**config.mk**
```make
export PLATFORM = sky130hd
export DESIGN_NAME = rr_decoder_sequencer
export DESIGN_NICKNAME = d
export VERILOG_FILES = /design/src/rtl/rr_decoder_sequencer.sv
export SDC_FILE = /design/constraint.sdc
export NUM_CORES = 1
export LEC_CHECK = 0
export CAP_MARGIN = 15
export CORE_UTILIZATION = 55
export CTS_CLUSTER_DIAMETER = 30
export CTS_CLUSTER_SIZE = 14
export DETAILED_ROUTE_END_ITERATION = 6
export GPL_TIMING_DRIVEN = 0
export MAX_ROUTING_LAYER = met4
export PLACE_DENSITY = 0.79
export SYNTH_ARGS = -nofsm -noshare
export SYNTH_HDL_FRONTEND = slang
export SYNTH_SLANG_ARGS = --single-unit
```
**constraint.sdc**
```tcl
create_clock -name clk -period 5 [get_ports clk]
set_clock_uncertainty 0.15 [all_clocks]
set_input_delay 1.5 -clock clk [delete_from_list [all_inputs] [get_ports clk]]
set_output_delay 1.5 -clock clk [all_outputs]
set_load 0.02 [all_outputs]
```
**src/rtl/rr_decoder_sequencer.sv**
```systemverilog
// ---------------------------------------------------------------------------
// rr_decoder_sequencer
//
// Round-robin arbiter that drives a 3-to-8 output decoder. While idle it
// samples the request vector. It grants one requester and holds the decoder
// select (idx) and enable until the consumer pulses done or the grant times
// out. After each grant the next search starts one position past the
// requester that was just served.
//
// Ports
//   clk      in   1     single clock, rising edge
//   rst      in   1     synchronous, active-high reset
//   req      in   N     level-sensitive request vector, bit i = requester i
//   done     in   1     single-cycle pulse: consumer finished with the grant
//   idx      out  IDXW  granted requester index (decoder select), registered
//   enable   out  1     grant active (decoder enable), registered
//   timeout  out  1     one-cycle pulse: grant released by timeout
// ---------------------------------------------------------------------------
module rr_decoder_sequencer #(
    parameter int N       = 8,
    parameter int IDXW    = 3,
    parameter int TIMEOUT = 16
) (
    input  logic            clk,
    input  logic            rst,
    input  logic [N-1:0]    req,
    input  logic            done,
    output logic [IDXW-1:0] idx,
    output logic            enable,
    output logic            timeout
);

    // With TIMEOUT=0 the counter is unused, so it is kept one bit wide.
    localparam int CNTW = (TIMEOUT == 0) ? 1 : $clog2(TIMEOUT + 1);
    localparam logic [CNTW-1:0] CNT_LAST = CNTW'((TIMEOUT == 0) ? 0 : TIMEOUT - 1);

    typedef enum logic {
        S_IDLE  = 1'b0,
        S_GRANT = 1'b1
    } state_t;

    state_t          r_state;
    logic [IDXW-1:0] r_idx;
    logic            r_enable;
    logic            r_timeout;
    logic [IDXW-1:0] r_ptr;
    logic [CNTW-1:0] r_cnt;

    // Rotate requests so that bit 0 is the position right after the last
    // winner. The first set bit of the rotated vector is the next winner.
    // N is a power of two, so the index addition wraps naturally.
    logic [N-1:0]    w_rot;
    logic [IDXW-1:0] w_off;
    logic [IDXW-1:0] w_winner;

    for (genvar gi = 0; gi < N; gi++) begin : g_rot
        assign w_rot[gi] = req[r_ptr + IDXW'(gi + 1)];
    end

    // Scan from the top down so that the lowest set offset is the one kept.
    always_comb begin
        w_off = '0;
        for (int k = N - 1; k >= 0; k--) begin
            if (w_rot[k]) begin
                w_off = IDXW'(k);
            end
        end
    end

    assign w_winner = r_ptr + w_off + IDXW'(1);

    always_ff @(posedge clk) begin
        if (rst) begin
            r_state   <= S_IDLE;
            r_idx     <= '0;
            r_enable  <= 1'b0;
            r_timeout <= 1'b0;
            r_ptr     <= IDXW'(N - 1);
            r_cnt     <= '0;
        end else begin
            r_timeout <= 1'b0;
            case (r_state)
                S_IDLE: begin
                    if (|req) begin
                        r_idx    <= w_winner;
                        r_enable <= 1'b1;
                        r_cnt    <= '0;
                        r_state  <= S_GRANT;
                    end
                end
                S_GRANT: begin
                    if (done) begin
                        // done has priority over a coincident timeout.
                        r_enable <= 1'b0;
                        r_ptr    <= r_idx;
                        r_state  <= S_IDLE;
                    end else if (TIMEOUT != 0 && r_cnt == CNT_LAST) begin
                        r_enable  <= 1'b0;
                        r_ptr     <= r_idx;
                        r_timeout <= 1'b1;
                        r_state   <= S_IDLE;
                    end else if (r_cnt != '1) begin
                        // Saturate rather than wrap; this only matters when
                        // TIMEOUT=0 and the grant is held for a long time.
                        r_cnt <= r_cnt + CNTW'(1);
                    end
                end
                default: begin
                    r_state <= S_IDLE;
                end
            endcase
        end
    end

    assign idx     = r_idx;
    assign enable  = r_enable;
    assign timeout = r_timeout;

endmodule

```
==> Word level (Yosys, flattened, before mapping) <==
Cells that the tools add are included.
{ "word_totals": {"out_inout_bits": 5, "input_bits": 11, "word_cells": 79, "ff_bits": 14} }
{ "classes": {"eq_ne": 7, "n_mux": 40, "n_reduce_logical": 7, "addsub": 10, "n_lt_le_gt_ge": 8, "n_bitwise": 1} }
{ "ops": {"columns": ["cell", "count"], "rows": [
  ["3-bit by 4-bit less-than comparator with 1-bit output (second input constant)", 8],
  ["3-bit 2-to-1 mux", 10],
  ["1-bit binary-select mux with 3-bit select", 8],
  ["5-bit 2-to-1 mux", 4],
  ["1-bit 2-to-1 mux", 15],
  ["3-bit adder (second input constant)", 4],
  ["5-bit one-hot mux with 2 select lines", 1],
  ["8-bit OR reduction", 1],
  ["3-bit by 1-bit adder with 3-bit output (second input constant)", 2],
  ["3-bit by 2-bit adder with 3-bit output (second input constant)", 2],
  ["2-bit != test (second input constant)", 3],
  ["2-bit AND reduction", 3],
  ["5-bit by 1-bit adder with 5-bit output (second input constant)", 1],
  ["5-bit by 4-bit equality test with 1-bit output (second input constant)", 1],
  ["5-bit != test (second input constant)", 1],
  ["1-bit one-hot mux with 2 select lines", 2],
  ["4-bit AND reduction", 1],
  ["3-bit adder", 1],
  ["3-bit by 2-bit != test with 1-bit output (second input constant)", 1],
  ["3-bit OR reduction", 1],
  ["2-bit by 1-bit != test with 1-bit output (second input constant)", 1],
  ["2-bit nonzero test", 1],
  ["1-bit NOT", 1]
]} }

==> Longest topological paths before layout <==
{ "logic_depth": {"depth_word": 12, "depth_mapped": 17, "mapped_depth_nobuf": 15} }

==> Worst setup path after synthesis <==
OpenSTA, ideal clock, no wires.
{ "synth_path": {"path_kind": "input to register", "startpoint": "input req[1]", "endpoint": "register r_idx[2] (netlist: idx[2])", "n_path_buf": 0, "stages": 12, "path_slack_ns": 1.114, "arrival_ns": 3.645, "setup_ns": 0.091, "path_cell_list": "mux4_1 -> nor2_1 -> o22ai_1 -> a221oi_1 -> o21ai_1 -> nand2_1 -> ha_1 -> inv_1 -> fa_1 -> xnor2_1 -> a21oi_1 -> a311oi_1"} }
{ "synth_via": {"elab_chain_cells": 12, "word_cells_on_any_way": 28} }
{ "synth_lines": {"columns": ["item", "line", "rtl"], "rows": [
  ["start: declaration", "26", "input logic [N-1:0] req,"],
  ["1-bit binary-select mux with 3-bit select", "57", "assign w_rot[gi] = req[r_ptr + IDXW'(gi + 1)];"],
  ["1-bit 2-to-1 mux (implied by the code)", "57", null],
  ["3-bit 2-to-1 mux (8 in a row)", "64", "if (w_rot[k]) begin"],
  ["3-bit adder", "70", "assign w_winner = r_ptr + w_off + IDXW'(1);"],
  ["3-bit by 1-bit adder with 3-bit output", "70", null],
  ["end signal: assignment", "85", "r_idx <= w_winner;"],
  ["end: declaration", "43", "logic [IDXW-1:0] r_idx;"]
]} }
Parallel ways exist; a longest one is shown, timed or not. The select of a mux whose other input is x is not followed.
A chain may end at the register's enable or synchronous reset.

==> Worst setup path in the final report <==
Same ends and word-level chain as after synthesis.

==> impl_metrics.json <==
{
  "synth-xor-area-share_pct": 4.15,
  "clock_power_share_pct": 22.6,
  "first_global_vias": 1039,
  "syn_nets": 148,
  "finalCritPeriodShare_pct": 88.3,
  "ctsResizeCount": 0,
  "grt_usage_pct": 24.6,
  "tightest_slew_ns": 0.505,
  "drt-pass1-iter-count": 4,
  "final_common_cell": "clkdlybuf4s50_1",
  "netlist_area_um2": 1260,
  "slew_violations": 0,
  "grt_max_degree": 11,
  "regArea_um2": 280,
  "power.density_nw_per_um2": 246,
  "fill_cells": 154,
  "worstSetupPathType": "input port to flop",
  "drive_above_1_share_pct": 18.8,
  "numCtsBuffers": 3,
  "worstSetupStartpointType": "input port",
  "switchingPower_mw": 0.122,
  "finalWirelength_um": 2500,
  "gp_congestion": 0.859,
  "grt.overflow.total": 0,
  "internal_power_mw": 0.244,
  "combinationalPowerShare_pct": 43.2,
  "finalSetupTns_ns": 0,
  "grt_first_pass_wirelength_um": 4550,
  "synthMuxAreaShare_pct": 30.7,
  "final_nets": 168,
  "hold_class": "flop to flop",
  "crit_fanout": 6,
  "grt_antenna_before_repair": 0,
  "min_period_ns": 4.41,
  "start_util_pct": 61.3,
  "end_kind": "flop",
  "synth-compound-area-share_pct": 11.7,
  "vias_per_cell": 5.92,
  "final_cell_mix": "clkdlybuf4s50_1, nand2_1, dfxtp_1, nor2_1, a21oi_1",
  "swShare_pct": 33.3,
  "drt_iter0_drc": 14,
  "num_antenna_cells": 0,
  "dpl.hpwl_um": 2010,
  "clk_path_buf_depth": 2,
  "syn_inst": 130,
  "cts.clk_slew.worst_paths_ns": 0.09,
  "pin_count": 16,
  "yosys.area_share.simple_pct": 19.2,
  "synth_top_cell_area_share_pct": 22.2,
  "cp.required_ns": 5.03,
  "cts.htree.levels": 1,
  "drtAntennaViolNets": 0,
  "cts_root_buf": "clkbuf_4",
  "p_leak_nw": 0.573,
  "fin_total_pwr_mw": 0.366,
  "clk_latency_ns": 0.28,
  "critPathArrivalTime_ns": 4.45,
  "max_stage_delay_ns": 0.64,
  "wl_per_cell_um": 14.2,
  "avgSynthCellArea_um2": 9.73,
  "rsz0062_at_grt": "false",
  "core_um2": 2060,
  "num_vias": 1042,
  "synth_cell_type_count": 43,
  "die_h_um": 50.0,
  "synthToLayoutAreaGrowth_pct": 17.4,
  "tritoncts": "done",
  "ys_warn_count": 0,
  "outcome": "finished, final reports clean",
  "cts_setup_buffers": 0,
  "fmax_mhz": 227,
  "finalHoldViolations": 0,
  "chipWidth_um": 50.0,
  "synth_top_family_by_area": "multiplexers",
  "global_route.usage.met3_pct": 5.56,
  "path_cells": "clkdlybuf4s50_1 > mux4_1 > nor2_1 > o22ai_1 > a221oi_1 > o21ai_1 > nand2_1 > ha_1 > inv_1 > fa_1 > xnor2_1 > a21oi_1 > a311oi_1",
  "die_area_um2": 2500,
  "maxSlewHeadroom_pct": 66.3,
  "met2_usage_pct": 40.1,
  "multiInputGateArea_um2": 926,
  "rows": 16,
  "grt_busiest_layer": "met2",
  "max_cap_viol_count": 0,
  "synth_fa_ha_area_share_pct": 7.52,
  "synth_area_leader_cell": "dfxtp_1",
  "slowest_stage": "mux4_1",
  "drc": 0,
  "peakVddDrop_v": 0.000169,
  "port_buffers": 15,
  "synthTopCellsByArea": "dfxtp_1, mux4_2, mux4_1, ha_1, mux2_4",
  "yosysSeqAreaShare_pct": 22.2,
  "p_seq_share_pct": 34.2,
  "setup_viol": 0,
  "use_met1_pct": 31.5,
  "cts.sinks": 14,
  "cts_hold_buf": 0,
  "ys_seq_elements": 14
}
-- logic make-up after synthesis --
| logic type | count (synthesis) |
|---|---|
| buffers and inverters | 11 |
| DFF | 14 |
| and+or+nand+nor | 49 |
| adders and majority gates | 7 |
| AOI/OAI and AO/OA | 24 |
| xor gates and xnor gates | 6 |
| muxes | 19 |
-- path summary, 6_finish.rpt --
kind                                from     end  slack (ns)  cells past startpoint
worst max-delay path              req[1]  idx[2]        0.59                     13
worst min-delay path              enable  enable        0.31                      2
worst max register to register  r_ptr[1]  idx[2]        1.09                     13
worst min register to register    enable  enable        0.31                      2
-- registers in the layout (all words and copies together), names as in the netlist --
| name | flops |
|---|---|
| r_state | 1 |
| r_ptr | 3 |
| enable | 1 |
| timeout | 1 |
| r_cnt | 5 |
| idx | 3 |
-- power groups by stage --
stage | combinational, mW | clock, mW | sequential, mW
2_1_floorplan | 0.113 | 0 | 0.132
3_3_place_gp | 0.154 | 0 | 0.127
3_5_place_dp | 0.158 | 0 | 0.128
4_1_cts | 0.158 | 0.0854 | 0.125
5_1_grt | 0.175 | 0.0905 | 0.126
6_report | 0.158 | 0.0825 | 0.125
-- critical path, delay by kind of cell --
family	cells	cell delay, ns
AND/OR/NAND/NOR	2	0.22
AO/OA/AOI/OAI	5	0.84
buffers and inverters	2	0.56
multiplexers	1	0.64
adder cells (fa/ha/maj)	2	0.55
XOR/XNOR	1	0.15
-- cell usage after synthesis --
master / instances
dfxtp_1: 14
nand2_1: 14
nor2_1: 13
a21oi_1: 10
mux4_2: 8
ha_1: 6
inv_1: 4
mux2_4: 4
mux4_1: 4
xor2_1: 4
nor2b_1: 3
nor3_1: 3
buf_2: 2
buf_6: 2
clkbuf_1: 2
mux2i_1: 2
nand2b_1: 2
nand3_1: 2
nor2_2: 2
nor4_1: 2
o21ai_0: 2
o21ai_1: 2
o22ai_1: 2
xnor2_1: 2
a211o_1: 1
a211oi_1: 1
a21o_1: 1
a221oi_1: 1
a311oi_1: 1
a31oi_1: 1
and2_1: 1
and3_1: 1
fa_1: 1
inv_2: 1
mux2i_4: 1
nand4_1: 1
nor3_2: 1
nor4bb_1: 1
o21ai_2: 1
o221ai_1: 1
or2_2: 1
or3_1: 1
or3b_2: 1
-- layout make-up --
type                            count  area share [%]
Buffer                              6            2.70
Clock buffer                        4            2.44
Inverter                            5            1.26
Multi-Input combinational cell    105            62.3
Sequential cell                    14            18.9
Tap cell                           27            2.27
Timing Repair Buffer               15            10.1
-- metrics by stage --
stage | setup WS (ns) | area, um2 | util (%) | std cells | hold slack, ns
after floorplan | 1.11 | 1260 | - | 130 | 0.315
after global placement | 0.434 | 1450 | 70.3 | 172 | 0.292
after detailed placement | 0.315 | 1450 | 70.3 | 172 | 0.303
after CTS | 0.628 | 1490 | 72.0 | 176 | 0.312
after global routing | 0.360 | 1490 | 72.0 | 176 | 0.345
final | 0.585 | 1490 | 72.0 | 176 | 0.308
-- routing by layer --
metal | up-vias | wire length, um
met3 | 5 | 72
met4 | 0 | 23
met2 | 17 | 1240
li1 | 522 | -
met1 | 498 | 1160
met5 | - | 0
(Power assumes the default switching activity.)
